[config.mk]
export PLATFORM = sky130hd
export DESIGN_NAME = huc_bank_map
export DESIGN_NICKNAME = d
export VERILOG_FILES = /design/src/rtl/huc_bank_map.sv
export SDC_FILE = /design/constraint.sdc
export NUM_CORES = 1
export LEC_CHECK = 0
export ABC_AREA = 1
export BUFFER_PORTS_ARGS = -buffer_cell sky130_fd_sc_hd__buf_2
export CAP_MARGIN = 5
export CORE_MARGIN = 3
export CORE_UTILIZATION = 40
export CTS_BUF_LIST = sky130_fd_sc_hd__clkbuf_8
export DETAILED_ROUTE_END_ITERATION = 6
export PLACE_DENSITY = 0.7
export SLEW_MARGIN = 15
export SYNTH_ARGS = -nofsm -noshare
export SYNTH_HDL_FRONTEND = slang
export SYNTH_SLANG_ARGS = --single-unit
[constraint.sdc]
create_clock -name clk -period 2.59 [get_ports clk]
set_clock_uncertainty 0.15 [all_clocks]
set_input_delay 0.3885 -clock clk [delete_from_list [all_inputs] [get_ports clk]]
set_output_delay 0.3885 -clock clk [all_outputs]
set_load 0.05 [all_outputs]
[src/rtl/huc_bank_map.sv]
// HuCard bank-switching mapper: card-space address -> ROM address via writable bank registers.
// Optional write lock (A5 to register F) enabled by defining HUC_BANK_MAP_LOCK_EN.
module huc_bank_map #(
  parameter int          WIN_LOG2 = 1,
  parameter int          ROM_AW   = 22,
  parameter logic [19:0] REG_BASE = 20'h01FF0
) (
  input  logic              clk,
  input  logic              rst,
  input  logic              map_en,
  input  logic              mode,
  input  logic [19:0]       cpu_addr,
  input  logic [7:0]        cpu_dat,
  input  logic              cpu_ce_n,
  input  logic              cpu_we_n,
  output logic [ROM_AW-1:0] rom_addr,
  output logic              bank_wr
);

  localparam int OFFW = 20 - WIN_LOG2;
  localparam int NWIN = 1 << WIN_LOG2;
  localparam int BW   = ROM_AW - OFFW;

  logic [BW-1:0]       bank [NWIN];
  logic                we_s1, we_s2, we_s3;
  logic                mode_q, map_en_q;
  logic [WIN_LOG2-1:0] win;
  logic [OFFW-1:0]     offset;
  logic [3:0]          k;
  logic                reload, wr_event, hit, hit_ok, upd_m0, upd_m1;
  logic [BW-1:0]       sel, m1_val;
  logic                unused_ok;

  assign win       = cpu_addr[19:OFFW];
  assign offset    = cpu_addr[OFFW-1:0];
  assign k         = cpu_addr[3:0];
  assign unused_ok = ^cpu_dat;

  // Reload has priority over any write landing in the same cycle.
  always_comb begin
    reload   = (mode != mode_q) | (map_en & ~map_en_q);
    wr_event = we_s3 & ~we_s2;
    hit      = wr_event & ~cpu_ce_n & map_en & ~reload
               & (cpu_addr[19:4] == REG_BASE[19:4]);
  end

`ifdef HUC_BANK_MAP_LOCK_EN
  logic locked, lock_wr;

  assign lock_wr = hit & ~locked & (k == 4'hF) & (cpu_dat == 8'hA5);
  assign hit_ok  = hit & ~locked & ~lock_wr;

  // Lock survives mode changes and map_en toggles; only reset clears it.
  always_ff @(posedge clk or posedge rst) begin
    if (rst)          locked <= 1'b0;
    else if (lock_wr) locked <= 1'b1;
  end
`else
  assign hit_ok = hit;
`endif

  always_comb begin
    upd_m0 = hit_ok & ~mode & (k != 4'h0) & (32'(k) < NWIN);
    upd_m1 = hit_ok & mode;
    m1_val = BW'(NWIN - 1) + BW'(k);
    sel    = '0;
    if (!map_en)        sel = BW'(win);
    else if (win != '0) sel = bank[win];
  end

  always_ff @(posedge clk or posedge rst) begin
    if (rst) begin
      we_s1    <= 1'b1;
      we_s2    <= 1'b1;
      we_s3    <= 1'b1;
      mode_q   <= 1'b0;
      map_en_q <= 1'b0;
      rom_addr <= '0;
      bank_wr  <= 1'b0;
      for (int w = 0; w < NWIN; w++) bank[w] <= BW'(w);
    end else begin
      we_s1    <= cpu_we_n;
      we_s2    <= we_s1;
      we_s3    <= we_s2;
      mode_q   <= mode;
      map_en_q <= map_en;
      rom_addr <= {sel, offset};
      bank_wr  <= upd_m0 | upd_m1;
      if (reload) begin
        for (int w = 0; w < NWIN; w++) bank[w] <= BW'(w);
      end else if (upd_m0) begin
        bank[k[WIN_LOG2-1:0]] <= cpu_dat[BW-1:0];
      end else if (upd_m1) begin
        bank[NWIN-1] <= m1_val;
      end
    end
  end

endmodule

# Word level (Yosys, flattened, before mapping)
# Cells that the tools add are included.
[totals] register_bits=34 latchBits=0 mem_bits_rw=0 romBits=0 wordCells=51 n_memories=0
[classes] n_addsub=1 mul=0 div_mod_pow=0 n_lt_le_gt_ge=4 n_eq_ne=2 shift=0 n_mux=12 bitwise=19 reduce_logical=4
[op_table] cell="$mux 3" count=9
[op_table] cell="$eq 16x9->1 const B" count=1
[op_table] cell="$and 1x1->1" count=10
[op_table] cell="$bwmux 6" count=1
[op_table] cell="$mux 6" count=1
[op_table] cell="$not 1->1" count=5
[op_table] cell="$ge 2x2->1 const B" count=2
[op_table] cell="$lt 4x2->1 const B" count=1
[op_table] cell="$not 1->2" count=2
[op_table] cell="$reduce_bool 4->1" count=1
[op_table] cell="$add 1x3->3 const A" count=1
[op_table] cell="$demux 3 s1" count=1
[op_table] cell="$reduce_bool 3->1" count=1
[op_table] cell="$lt 2x1->1 const B" count=1
[op_table] cell="$or 1x1->1" count=2
[op_table] cell="$reduce_bool 2->1" count=1
[op_table] cell="$logic_and 1x1->1" count=1
[op_table] cell="$ne 1x1->1" count=1

# Logic depth before layout (Yosys ltp)
# Gate-level depths: netlist (run 1).
[depth] ltp_word=11 mapped_depth=11

# Least setup slack after synthesis (run 1)
# OpenSTA, ideal clock, no wires.
[synth_timing] path_kind="input to register" from="input port cpu_addr[0]" to="register bank[1] (netlist bit)" setup_ns=0.118 arrival_time_ns=1.181 slack_ns=1.141 cell_stages=10 n_path_buf=0 path_cell_list="inv_1 ha_1 inv_1 nand4_1 nand2_1 nand3_4 clkinv_4 nand2_4 nand3_1 nand2_1"
[synth_via] elab_chain_len=8 elab_cells_between_ends=16 classes_between="1 x add/sub; 3 x order compare; 6 x mux; 3 x bitwise; 3 x reduce/logical"
[synth_lines] element="from (decl)" line="12" rtl="input logic [19:0] cpu_addr,"
[synth_lines] element="$not 1->2 (implied by the code)" line="92" rtl="bank[k[WIN_LOG2-1:0]] <= cpu_dat[BW-1:0];"
[synth_lines] element="$ge 2x2->1 (implied by the code) / $lt 2x1->1 (equally long branches)" line="92"
[synth_lines] element="$logic_and 1x1->1 (implied by the code)" line="92"
[synth_lines] element="$mux 3 (implied by the code)" line="92"
[synth_lines] element="$demux 3 s1" line="92"
[synth_lines] element="$bwmux 6" line="92"
[synth_lines] element="$mux 3" line="91" rtl="end else if (upd_m0) begin"
[synth_lines] element="$mux 6" line="89" rtl="if (reload) begin"
[synth_lines] element="to (signal, indexed assignment)" line="92"
[synth_lines] element="to (signal, indexed assignment)" line="94" rtl="bank[NWIN-1] <= m1_val;"
[synth_lines] element="to (decl)" line="24" rtl="logic [BW-1:0] bank [NWIN];"
# Parallel ways exist; a longest one is shown, timed or not. The select of a mux whose other input is x is not followed.
# A chain may end at the register's enable or synchronous reset.

# Worst setup path after layout (run 1)
[layout_timing] from="register we_s3" to="register bank[2] (netlist bit)"
[layout_via] elab_chain_len=10 elab_cells_between_ends=12 classes_between="2 x mux; 9 x bitwise; 1 x reduce/logical"
[layout_lines] element="from (decl)" line="25" rtl="logic we_s1, we_s2, we_s3;"
[layout_lines] element="from (signal assigned)" line="84" rtl="we_s3 <= we_s2;"
[layout_lines] element="$and 1x1->1 (*)" line="42" rtl="wr_event = we_s3 & ~we_s2;"
[layout_lines] element="$and 1x1->1 (*) (3 in series)" line="43" rtl="hit = wr_event & ~cpu_ce_n & map_en & ~reload"
[layout_lines] element="$and 1x1->1 (*)" line="44" rtl="& (cpu_addr[19:4] == REG_BASE[19:4]);"
[layout_lines] element="$and 1x1->1 (3 in series)" line="63" rtl="upd_m0 = hit_ok & ~mode & (k != 4'h0) & (32'(k) < NWIN);"
[layout_lines] element="$mux 3" line="91"
[layout_lines] element="$mux 6" line="89"
# Every way passes the cells marked *; elsewhere a longest branch is shown, timed or not.

==> flow_summary.yaml, run 1 <==
critical_path:
  cp.arrival_ns: 1.49
  r2r_endpoint: "bank[2]"
  crit_required_ns: 2.61
  setup.worst_path.end_class: "register"
  reg2reg_depth: 9
  worst-path-max-fanout: 3
  setup.worst_path.class: "register to register"
  timing.critical_path.from_type: "register"
  rrSetupSlack_ns: 1.12
  critical_path.reg2reg.startpoint: "we_s3"
global_routing:
  grt_use_met1: 0.125
  met3_usage: 0.0608
  grt_pass1_wl_mm: 3.66
  grt_start_max_net_pins: 32
  grt_overflow_total: 0
  number_of_antenna_violations_at_the_first_check_in_global_routing: 0
  grt.met2_usage: 0.247
  grt_most_used_layer: "met2"
  globalRouteTotalUtil: 0.135
  grt_pass1_vias: 979
sta:
  final_period_minus_worst_setup_slack_ns: 1.47
  timing.hold.ws_ns: 0.0288
  relSlewSlack: 0.756
  summed_negative_setup_slack_over_all_endpoints_ns: 0
  max_slew.worst_pin.slew_ns: 0.366
  timing.final.setup_violations: 0
  timing.final.hold_violations: 0
  rsz0062_at_grt: "false"
  fmax_mhz: 679
  slew_viol_final: 0
  min_period_over_period: 0.568
  final_critical_path_setup_slack_ns: 1.12
status:
  run_status: "complete, no violations"
cells_and_area:
  drive_gt1_frac: 0.433
  fin_nets: 213
  footprint_of_the_multi_input_gates_um2: 374
  final.fill_count: 259
  area.growth.synth_to_final_pct: 32.5
  seq_area_um2: 781
  antenna_cells_inserted: 0
  finish.cell_count_without_fillers: 209
floorplan:
  placement_rows: 19
  core_area_um2: 2850
  die_height_um: 61.6
  die_outline_area_um2: 3790
  start_util: 0.433
  die_width_um: 61.6
  i_o_pin_count: 57
drt:
  detail-route-antenna-nets: 0
  via_count: 945
  detailedRoute.firstIterationViolations: 33
  drt_wl_total_mm: 2.28
  wire_per_inst_um: 10.9
  routed_via_density: 4.52
  drcViolationCount: 0
  firstDrtPassIters: 4
pwr:
  vdd_ir_drop_max_mv: 0.310
  p_leak_nw: 0.885
  pwr_density_cell_nw_per_um2: 644
  totalPowerFinal_w: 0.00105
logic_synthesis:
  synth.yosys.seq_area_share: 0.632
  synth_area_leaders: "sky130_fd_sc_hd__dfrtp_1 55%, sky130_fd_sc_hd__dfstp_2 8.5%, sky130_fd_sc_hd__nand2_1 7.3%, sky130_fd_sc_hd__inv_1 5.8%, sky130_fd_sc_hd__nor2_1 4.3%"
  count_of_flip_flops_with_a_built_in_enable_after_synthesis: 0
  synthArstFlopShare: 1.00
  leading_area_contributor_after_synthesis: "sky130_fd_sc_hd__dfrtp_1"
  synthesis.nets: 154
  post_synth_top_area_share: 0.547
  post_synth.cell_area_avg_um2: 10.5
  synth.top_cells.by_count: "27 x sky130_fd_sc_hd__dfrtp_1, 24 x sky130_fd_sc_hd__nand2_1, 19 x sky130_fd_sc_hd__inv_1"
  synthesis.instances: 118
  synth-warning-count: 0
  synth.most_common_cell: "sky130_fd_sc_hd__dfrtp_1"
  synth.ff_latch_count: 31
  commonest_register_cell_after_synthesis: "sky130_fd_sc_hd__dfrtp_1"
  synth_cell_types: 17
  synthesis.area_um2: 1230
clock_network:
  cts_max_path_buffers: 2
  postCtsHoldBufs: 0
  cts_num_sinks: 31
  postCtsSetupRepairBufs: 0
  clk-insertion-delay-late_ns: 0.27
  cts.htree.levels: 2
  cts-buffers-inserted: 5
  tritoncts: "yes"
  post_cts_resized: 0
  clk_pin_slew_ns: 0.06
  clockRootBuffer: "sky130_fd_sc_hd__clkbuf_8"
place:
  detailedPlace.worstSlack_ns: 0.850
  gp_congestion: 0.763
  placed_cells: 201
  dp.final_hpwl_mm: 1.82
  port_buffers: 51
hold_path:
  hold_class: "input port to async pin"
run:
  drv_cap: 0
where the power goes:
part	leakage, nW	switching (W)	internal (W)
clock	0.0557	0.000158	0.000238
sequential	0.368	0.00000474	0.000506
combinational	0.461	0.000108	0.0000389
total	0.885	0.000271	0.000783
cell usage in the layout (no fill, tap or decap), drive strengths merged:
master | netlist | routed
nand4 | 4 | 4
buf | 0 | 52
nand3 | 11 | 11
a21boi | 1 | 1
nand2 | 28 | 28
clkbuf | 0 | 7
clkinv | 1 | 1
dfstp | 4 | 4
nor2 | 20 | 20
dfrtp | 27 | 27
ha | 2 | 2
xnor2 | 1 | 1
inv | 19 | 20
layer usage:
layer	vias to the layer above	part of all wire
li1	478	-
met4	0	0.013
met1	431	0.39
met5	-	0
met3	3	0.080
met2	33	0.52
worst max-delay path by stage:
stage,from,end,slack (ns),cells after the start
floorplan,cpu_addr[0],bank[1],1.14,10
global placement,cpu_addr[0],bank[2],0.89,11
detailed placement,cpu_addr[0],bank[2],0.85,11
CTS,we_s3,bank[2],1.10,9
global route,we_s3,bank[1],1.0,9
finish,we_s3,bank[2],1.12,9
state kept, by name, indices dropped and copies added, names as in the netlist:
| name | flops |
|---|---|
| we_s3 | 1 |
| rom_addr | 22 |
| map_en_q | 1 |
| mode_q | 1 |
| bank_wr | 1 |
| we_s1 | 1 |
| we_s2 | 1 |
| bank | 3 |
area by class of cell:
type | instances | share of cell area
inverters | 20 | 0.0489
flip-flops and latches | 31 | 0.477
multi-input cells | 67 | 0.229
clock buffers | 7 | 0.0589
repair buffers | 52 | 0.161
well taps | 31 | 0.0237
clock inverters | 1 | 0.00229
critical path, cell delays in order (launching register included):
cell	delay, ns
sky130_fd_sc_hd__dfstp_2	0.53
sky130_fd_sc_hd__nand2_2	0.06
sky130_fd_sc_hd__nor2_4	0.10
sky130_fd_sc_hd__nand2_2	0.07
sky130_fd_sc_hd__nor2_4	0.13
sky130_fd_sc_hd__nand3_4	0.10
sky130_fd_sc_hd__clkinv_4	0.07
sky130_fd_sc_hd__nand2_4	0.04
sky130_fd_sc_hd__nand3_1	0.06
sky130_fd_sc_hd__nand2_1	0.05
through the flow:
step / cell area [µm²] / utilization
finish: 1640 / 0.574
global placement: 1540 / 0.539
detailed placement: 1540 / 0.539
floorplan: 1230 / -
CTS: 1640 / 0.574
global route: 1640 / 0.574
logic make-up (layout without fill, tap and decap cells):
| kind of cell | after synthesis | after routing | share of synthesized area |
|---|---|---|---|
| buf+inv | 20 | 80 | 0.0648 |
| simple gates | 63 | 63 | 0.270 |
| compound gates | 1 | 1 | 0.00608 |
| xor+xnor | 1 | 1 | 0.00709 |
| flops | 31 | 31 | 0.632 |
| fa+ha+maj | 2 | 2 | 0.0203 |
Power figures use the tool's default switching activity.
==> run 2: changes to the inputs <==
--- a/config.mk
+++ b/config.mk
@@ -5,14 +5,14 @@
 export SDC_FILE = /design/constraint.sdc
 export NUM_CORES = 1
 export LEC_CHECK = 0
-export ABC_AREA = 1
+export ABC_AREA = 0
 export BUFFER_PORTS_ARGS = -buffer_cell sky130_fd_sc_hd__buf_2
 export CAP_MARGIN = 5
 export CORE_MARGIN = 3
 export CORE_UTILIZATION = 40
 export CTS_BUF_LIST = sky130_fd_sc_hd__clkbuf_8
 export DETAILED_ROUTE_END_ITERATION = 6
-export PLACE_DENSITY = 0.7
+export PLACE_DENSITY = 0.72
 export SLEW_MARGIN = 15
 export SYNTH_ARGS = -nofsm -noshare
 export SYNTH_HDL_FRONTEND = slang
==> constraint.sdc (replaced) <==
create_clock -name clk -period 1.5 [get_ports clk]
set_clock_uncertainty 0.15 [all_clocks]
set_input_delay 0.225 -clock clk [delete_from_list [all_inputs] [get_ports clk]]
set_output_delay 0.225 -clock clk [all_outputs]
set_load 0.05 [all_outputs]
==> run 2 against run 1 <==
Net effect:
- clock power is 100% higher
- die area decreased by 11%
- the run now ends with setup timing left
- cell area increased by 7.9%
- maximum frequency shrank 7.4%
- global-route usage up 2.9 points
- worst hold slack improved by 0.034 ns
- via count is 6.5% lower
- worst setup slack worse by 1.2 ns
==> flow_summary.yaml, run 2 <==
sta:
  min_period_over_period: 1.06
  slew_viol_final: 0
  timing.final.setup_violations: 3
  max_slew.worst_pin.slew_ns: 0.407
  fmax_mhz: 629
  final_critical_path_setup_slack_ns: -0.0895
  timing.final.hold_violations: 0
  rsz0062_at_grt: "true"
  final_period_minus_worst_setup_slack_ns: 1.59
  relSlewSlack: 0.726
  timing.hold.ws_ns: 0.0626
floorplan:
  placement_rows: 18
  die_width_um: 57.9
  start_util: 0.428
  die_outline_area_um2: 3360
  die_height_um: 57.9
  i_o_pin_count: 57
  core_area_um2: 2520
status:
  violated_checks: "setup timing"
  run_status: "complete, but fails checks"
cells_and_area:
  antenna_cells_inserted: 0
  seq_area_um2: 781
  final_cell_mix: "51 x sky130_fd_sc_hd__buf_2, 27 x sky130_fd_sc_hd__dfrtp_1, 20 x sky130_fd_sc_hd__dlygate4sd3_1"
  layout.cells.most_common: "sky130_fd_sc_hd__buf_2"
  fin_nets: 191
  max_flop_register: "rom_addr"
  area.growth.synth_to_final_pct: 63.7
  reg.largest.list: "rom_addr (22), bank (3)"
  final.fill_count: 198
  number_of_flip_flops_under_the_largest_register_name: 22
  drive_gt1_frac: 0.506
  finish.cell_count_without_fillers: 186
  finish.instance_area_um2: 1770
  footprint_of_the_multi_input_gates_um2: 304
drt:
  wire_per_inst_um: 12.8
  drt_wl_total_mm: 2.37
  firstDrtPassIters: 2
  drcViolationCount: 0
  routed_via_density: 4.75
  via_count: 884
  detailedRoute.firstIterationViolations: 9
  detail-route-antenna-nets: 0
critical_path:
  setup.worst_path.end_class: "register"
  rrSetupSlack_ns: -0.09
  crit_required_ns: 1.55
  setup.worst_path.class: "register to register"
  reg2reg_depth: 4
  cp.arrival_ns: 1.64
  worst-path-max-fanout: 3
  timing.critical_path.from_type: "register"
  r2r_endpoint: "bank[0]"
  critical_path.reg2reg.startpoint: "we_s3"
logic_synthesis:
  synthArstFlopShare: 1.00
  synthesis.instances: 70
  synth.ff_latch_count: 31
  post_synth.cell_area_avg_um2: 15.4
  commonest_register_cell_after_synthesis: "sky130_fd_sc_hd__dfrtp_1"
  synth.top_cells.by_count: "27 x sky130_fd_sc_hd__dfrtp_1, 4 x sky130_fd_sc_hd__dfstp_2, 4 x sky130_fd_sc_hd__inv_1, 4 x sky130_fd_sc_hd__nand2_1"
  synthesis.area_um2: 1080
  count_of_flip_flops_with_a_built_in_enable_after_synthesis: 0
  synth.most_common_cell: "sky130_fd_sc_hd__dfrtp_1"
  synthesis.nets: 106
  synth_area_leaders: "sky130_fd_sc_hd__dfrtp_1 63%, sky130_fd_sc_hd__dfstp_2 9.7%, sky130_fd_sc_hd__ha_1 2.3%, sky130_fd_sc_hd__nor4_4 2.0%, sky130_fd_sc_hd__a32oi_1 1.6%"
  post_synth_top_area_share: 0.626
  synth-warning-count: 0
  synth.yosys.seq_area_share: 0.724
  synth_cell_types: 27
  leading_area_contributor_after_synthesis: "sky130_fd_sc_hd__dfrtp_1"
pwr:
  totalPowerFinal_w: 0.00198
  vdd_ir_drop_max_mv: 0.794
  pwr_density_cell_nw_per_um2: 1120
  p_leak_nw: 0.870
global_routing:
  number_of_antenna_violations_at_the_first_check_in_global_routing: 0
  grt_start_max_net_pins: 32
  globalRouteTotalUtil: 0.163
  grt_pass1_wl_mm: 4.13
  grt_pass1_vias: 942
  grt_overflow_total: 0
place:
  placed_cells: 158
  gp_congestion: 0.681
  port_buffers: 51
  detailedPlace.worstSlack_ns: -0.129
  postPlaceCellArea_um2: 1440
  dp.final_hpwl_mm: 1.67
hold_path:
  worstHoldPathCells: 2
  hold_class: "input port to register"
  worstHoldStart: "cpu_addr[0]"
  min_to: "rom_addr[0]"
clock_network:
  clk-insertion-delay-late_ns: 0.28
  tritoncts: "yes"
  cts_num_sinks: 31
  cts.htree.levels: 2
  clk_pin_slew_ns: 0.06
  clockRootBuffer: "sky130_fd_sc_hd__clkbuf_8"
  cts-buffers-inserted: 5
  postCtsSetupRepairBufs: 0
  cts_max_path_buffers: 2
run:
  drv_cap: 0
[run 2: area by class of cell]
class / count / share of cell area
Multi-Input combinational cell: 34 / 0.172
Clock buffer: 5 / 0.0390
Sequential cell: 31 / 0.442
Clock inverter: 3 / 0.0248
Timing Repair Buffer: 79 / 0.292
Tap cell: 30 / 0.0213
Inverter: 4 / 0.00850
[run 2: power by group]
part | total [W] | switching (W) | internal [W]
registers | 0.000884 | 0.0000103 | 0.000873
clock network | 0.000799 | 0.000305 | 0.000494
logic | 0.000295 | 0.000182 | 0.000113
[run 2: logic make-up (layout without fill, tap and decap cells)]
logic type,count (synthesis),count (layout),share of synthesized area
xor gates and xnor gates,2,2,0.0232
DFF,31,31,0.724
adders and majority gates,2,2,0.0232
buffers and inverters,5,91,0.0244
and+or+nand+nor,20,20,0.137
AOI/OAI and AO/OA,10,10,0.0684
[run 2: how the worst max path moves through the flow]
stage                 start      end  slack (ns)
2_1_floorplan         we_s3  bank[0]      -0.003
3_3_place_gp   cpu_addr[17]  bank[0]       -0.12
3_5_place_dp   cpu_addr[17]  bank[0]       -0.13
4_1_cts               we_s3  bank[0]       -0.10
5_1_grt               we_s3  bank[0]       -0.16
6_report              we_s3  bank[0]       -0.09
[run 2: through the flow]
stage                     utilization  setup TNS [ns]
after floorplan                     -        -0.00276
after CTS                       0.697          -0.290
after global routing            0.700          -0.443
after detailed placement        0.571          -0.361
after global placement          0.571          -0.335
final                           0.700          -0.228
[run 2: timing repair]
action,in CTS,in global routing
endpoints found under the setup margin,3,3
gates resized for setup,1,1
hold endpoints to repair,46,0
pin swaps,1,1
hold buffers,20,0
[run 2: metal layers]
| metal | track usage | share of wire | vias to the layer above |
|---|---|---|---|
| li1 | - | - | 416 |
| met1 | 0.186 | 0.39 | 420 |
| met2 | 0.277 | 0.50 | 43 |
| met3 | 0.0646 | 0.10 | 5 |
| met4 | 0.0596 | 0.012 | 0 |
| met5 | 0 | 0 | - |
[run 2: critical path, stage by stage, from the launching register on]
cell	delay [ns]
sky130_fd_sc_hd__dfstp_2	0.52
sky130_fd_sc_hd__nor4bb_4	0.20
sky130_fd_sc_hd__nand2_1	0.12
sky130_fd_sc_hd__or3_4	0.36
sky130_fd_sc_hd__o32a_1	0.16
==> run 3: changes to the inputs <==
--- a/config.mk
+++ b/config.mk
@@ -13,7 +13,6 @@
 export CTS_BUF_LIST = sky130_fd_sc_hd__clkbuf_8
 export DETAILED_ROUTE_END_ITERATION = 6
 export PLACE_DENSITY = 0.72
-export SLEW_MARGIN = 15
 export SYNTH_ARGS = -nofsm -noshare
 export SYNTH_HDL_FRONTEND = slang
 export SYNTH_SLANG_ARGS = --single-unit
==> constraint.sdc (replaced) <==
create_clock -name clk -period 1.9 [get_ports clk]
set_clock_uncertainty 0.15 [all_clocks]
set_input_delay 0.285 -clock clk [delete_from_list [all_inputs] [get_ports clk]]
set_output_delay 0.285 -clock clk [all_outputs]
set_load 0.05 [all_outputs]
==> run 3 against run 2 <==
Net effect:
- the flow now finishes without violations
- worst hold slack worse by 0.055 ns
- global-route usage decreased by 0.84 points
- power decreased by 28%
- critical endpoint is now bank[2]
- critical path type is now input port to register
- via count decreased by 6.8%
==> flow_summary.yaml, run 3 (synthesis results as in run 2) <==
clock_network:
  post_cts_resized: 0
  cts.htree.levels: 2
  clockRootBuffer: "sky130_fd_sc_hd__clkbuf_8"
  cts_max_path_buffers: 2
  cts-buffers-inserted: 5
  tritoncts: "yes"
  clk_pin_slew_ns: 0.06
  clk-insertion-delay-late_ns: 0.28
  cts_num_sinks: 31
drt:
  drcViolationCount: 0
  detail-route-antenna-nets: 0
  routed_via_density: 4.63
  drt_wl_total_mm: 2.31
  detailedRoute.firstIterationViolations: 10
  via_count: 824
  wire_per_inst_um: 13.0
  firstDrtPassIters: 3
cells_and_area:
  final.fill_count: 203
  area.growth.synth_to_final_pct: 53.0
  final_core_utilization: 0.654
  footprint_of_the_multi_input_gates_um2: 272
  seq_area_um2: 781
  number_of_flip_flops_under_the_largest_register_name: 22
  antenna_cells_inserted: 0
  reg.largest.list: "rom_addr (22), bank (3)"
  final_cell_mix: "51 x sky130_fd_sc_hd__buf_2, 27 x sky130_fd_sc_hd__dfrtp_1, 18 x sky130_fd_sc_hd__dlygate4sd3_1"
  layout.cells.most_common: "sky130_fd_sc_hd__buf_2"
  drive_gt1_frac: 0.466
  max_flop_register: "rom_addr"
  fin_nets: 184
hold_path:
  hold_class: "input port to register"
  worstHoldStart: "map_en"
  worstHoldPathCells: 1
  min_to: "map_en_q"
floorplan:
  placement_rows: 18
  core_area_um2: 2520
  start_util: 0.428
  i_o_pin_count: 57
  die_outline_area_um2: 3360
  die_height_um: 57.9
  die_width_um: 57.9
global_routing:
  grt_start_max_net_pins: 18
  number_of_antenna_violations_at_the_first_check_in_global_routing: 0
  grt_pass1_wl_mm: 3.76
  grt_pass1_vias: 864
  grt_overflow_total: 0
  globalRouteTotalUtil: 0.155
run:
  drv_cap: 0
sta:
  final_period_minus_worst_setup_slack_ns: 1.82
  rsz0062_at_grt: "false"
  slew_viol_final: 0
  timing.final.setup_violations: 0
  min_period_over_period: 0.955
  fmax_mhz: 551
  max_slew.worst_pin.slew_ns: 0.378
  relSlewSlack: 0.745
  timing.hold.ws_ns: 0.00721
  timing.final.hold_violations: 0
  summed_negative_setup_slack_over_all_endpoints_ns: 0
critical_path:
  worst-path-max-fanout: 3
  timing.critical_path.from_type: "input port"
  critical_path_buf_inv_count: 2
  critical_path.cell_chain: "dlygate4sd3_1, buf_2, and4_1, nand3_1, or3_1, o22ai_1"
  crit_family: "simple AND/OR/NAND/NOR gates"
  setup.worst_path.class: "input port to register"
  r2r_endpoint: "bank[2]"
  crit_required_ns: 1.94
  setup.worst_path.end_class: "register"
  cp.arrival_ns: 1.86
  crit_slowest_cell: "sky130_fd_sc_hd__dlygate4sd3_1"
  timing.critical_path.slowest_cell_delay_ns: 0.53
  critical_path.reg2reg.startpoint: "we_s3"
  reg2reg_depth: 4
  rrSetupSlack_ns: 0.15
place:
  port_buffers: 51
  dp.final_hpwl_mm: 1.67
  gp_congestion: 0.736
pwr:
  p_leak_nw: 0.814
  pwr_density_cell_nw_per_um2: 860
  vdd_ir_drop_max_mv: 0.778
status:
  run_status: "complete, no violations"
==> run 3: worst reg2reg max path, delay by kind of cell (launching register included) <==
family,cells,cell delay [ns]
flops,1,0.51
compound gates,1,0.19
simple gates,3,0.82
==> run 3: report_power, final <==
| part | switching, W | internal (W) | total [W] |
|---|---|---|---|
| clock network | 0.000217 | 0.000283 | 0.000501 |
| registers | 0.00000728 | 0.000690 | 0.000697 |
| logic | 0.000142 | 0.0000798 | 0.000221 |
==> run 3: how the worst max path moves through the flow <==
stage | startpoint | to | slack, ns | cells past startpoint
2_1_floorplan | we_s3 | bank[0] | 0.31 | 4
4_1_cts | cpu_addr[8] | bank[2] | 0.11 | 6
3_3_place_gp | we_s3 | bank[0] | 0.17 | 4
3_5_place_dp | we_s3 | bank[2] | 0.13 | 4
6_report | cpu_addr[8] | bank[2] | 0.08 | 6
5_1_grt | we_s3 | bank[1] | 0.02 | 4
==> run 3: metrics by stage <==
step           instances  total power (W)  cell area, µm²  setup slack (ns)
2_1_floorplan         70         0.000830            1080             0.315
3_3_place_gp         153         0.000899            1380             0.170
3_5_place_dp         153         0.000904            1380             0.128
4_1_cts              177          0.00144            1640             0.106
5_1_grt              178          0.00148            1650            0.0249
6_report             178          0.00142            1650            0.0848
==> run 3: final cells by class <==
cell class,count,share of cell area
multi-input cells,34,0.165
repair buffers,72,0.277
clock inverters,1,0.00303
inverters,4,0.00910
flip-flops and latches,31,0.473
well taps,30,0.0227
clock buffers,6,0.0500
==> run 3: layer usage <==
layer	vias up	track usage	wire length [µm]
met1	367	0.163	933
met3	4	0.0780	304
li1	406	-	-
met5	-	0	0
met4	0	0.0795	38
met2	47	0.255	1040
==> run 3: repair_timing <==
| item | 4_1_cts | 5_1_grt |
|---|---|---|
| setup buffers | 0 | 0 |
| endpoints found under the hold margin | 43 | 1 |
| endpoints found under the setup margin | 0 | 0 |
| hold buffers | 17 | 1 |
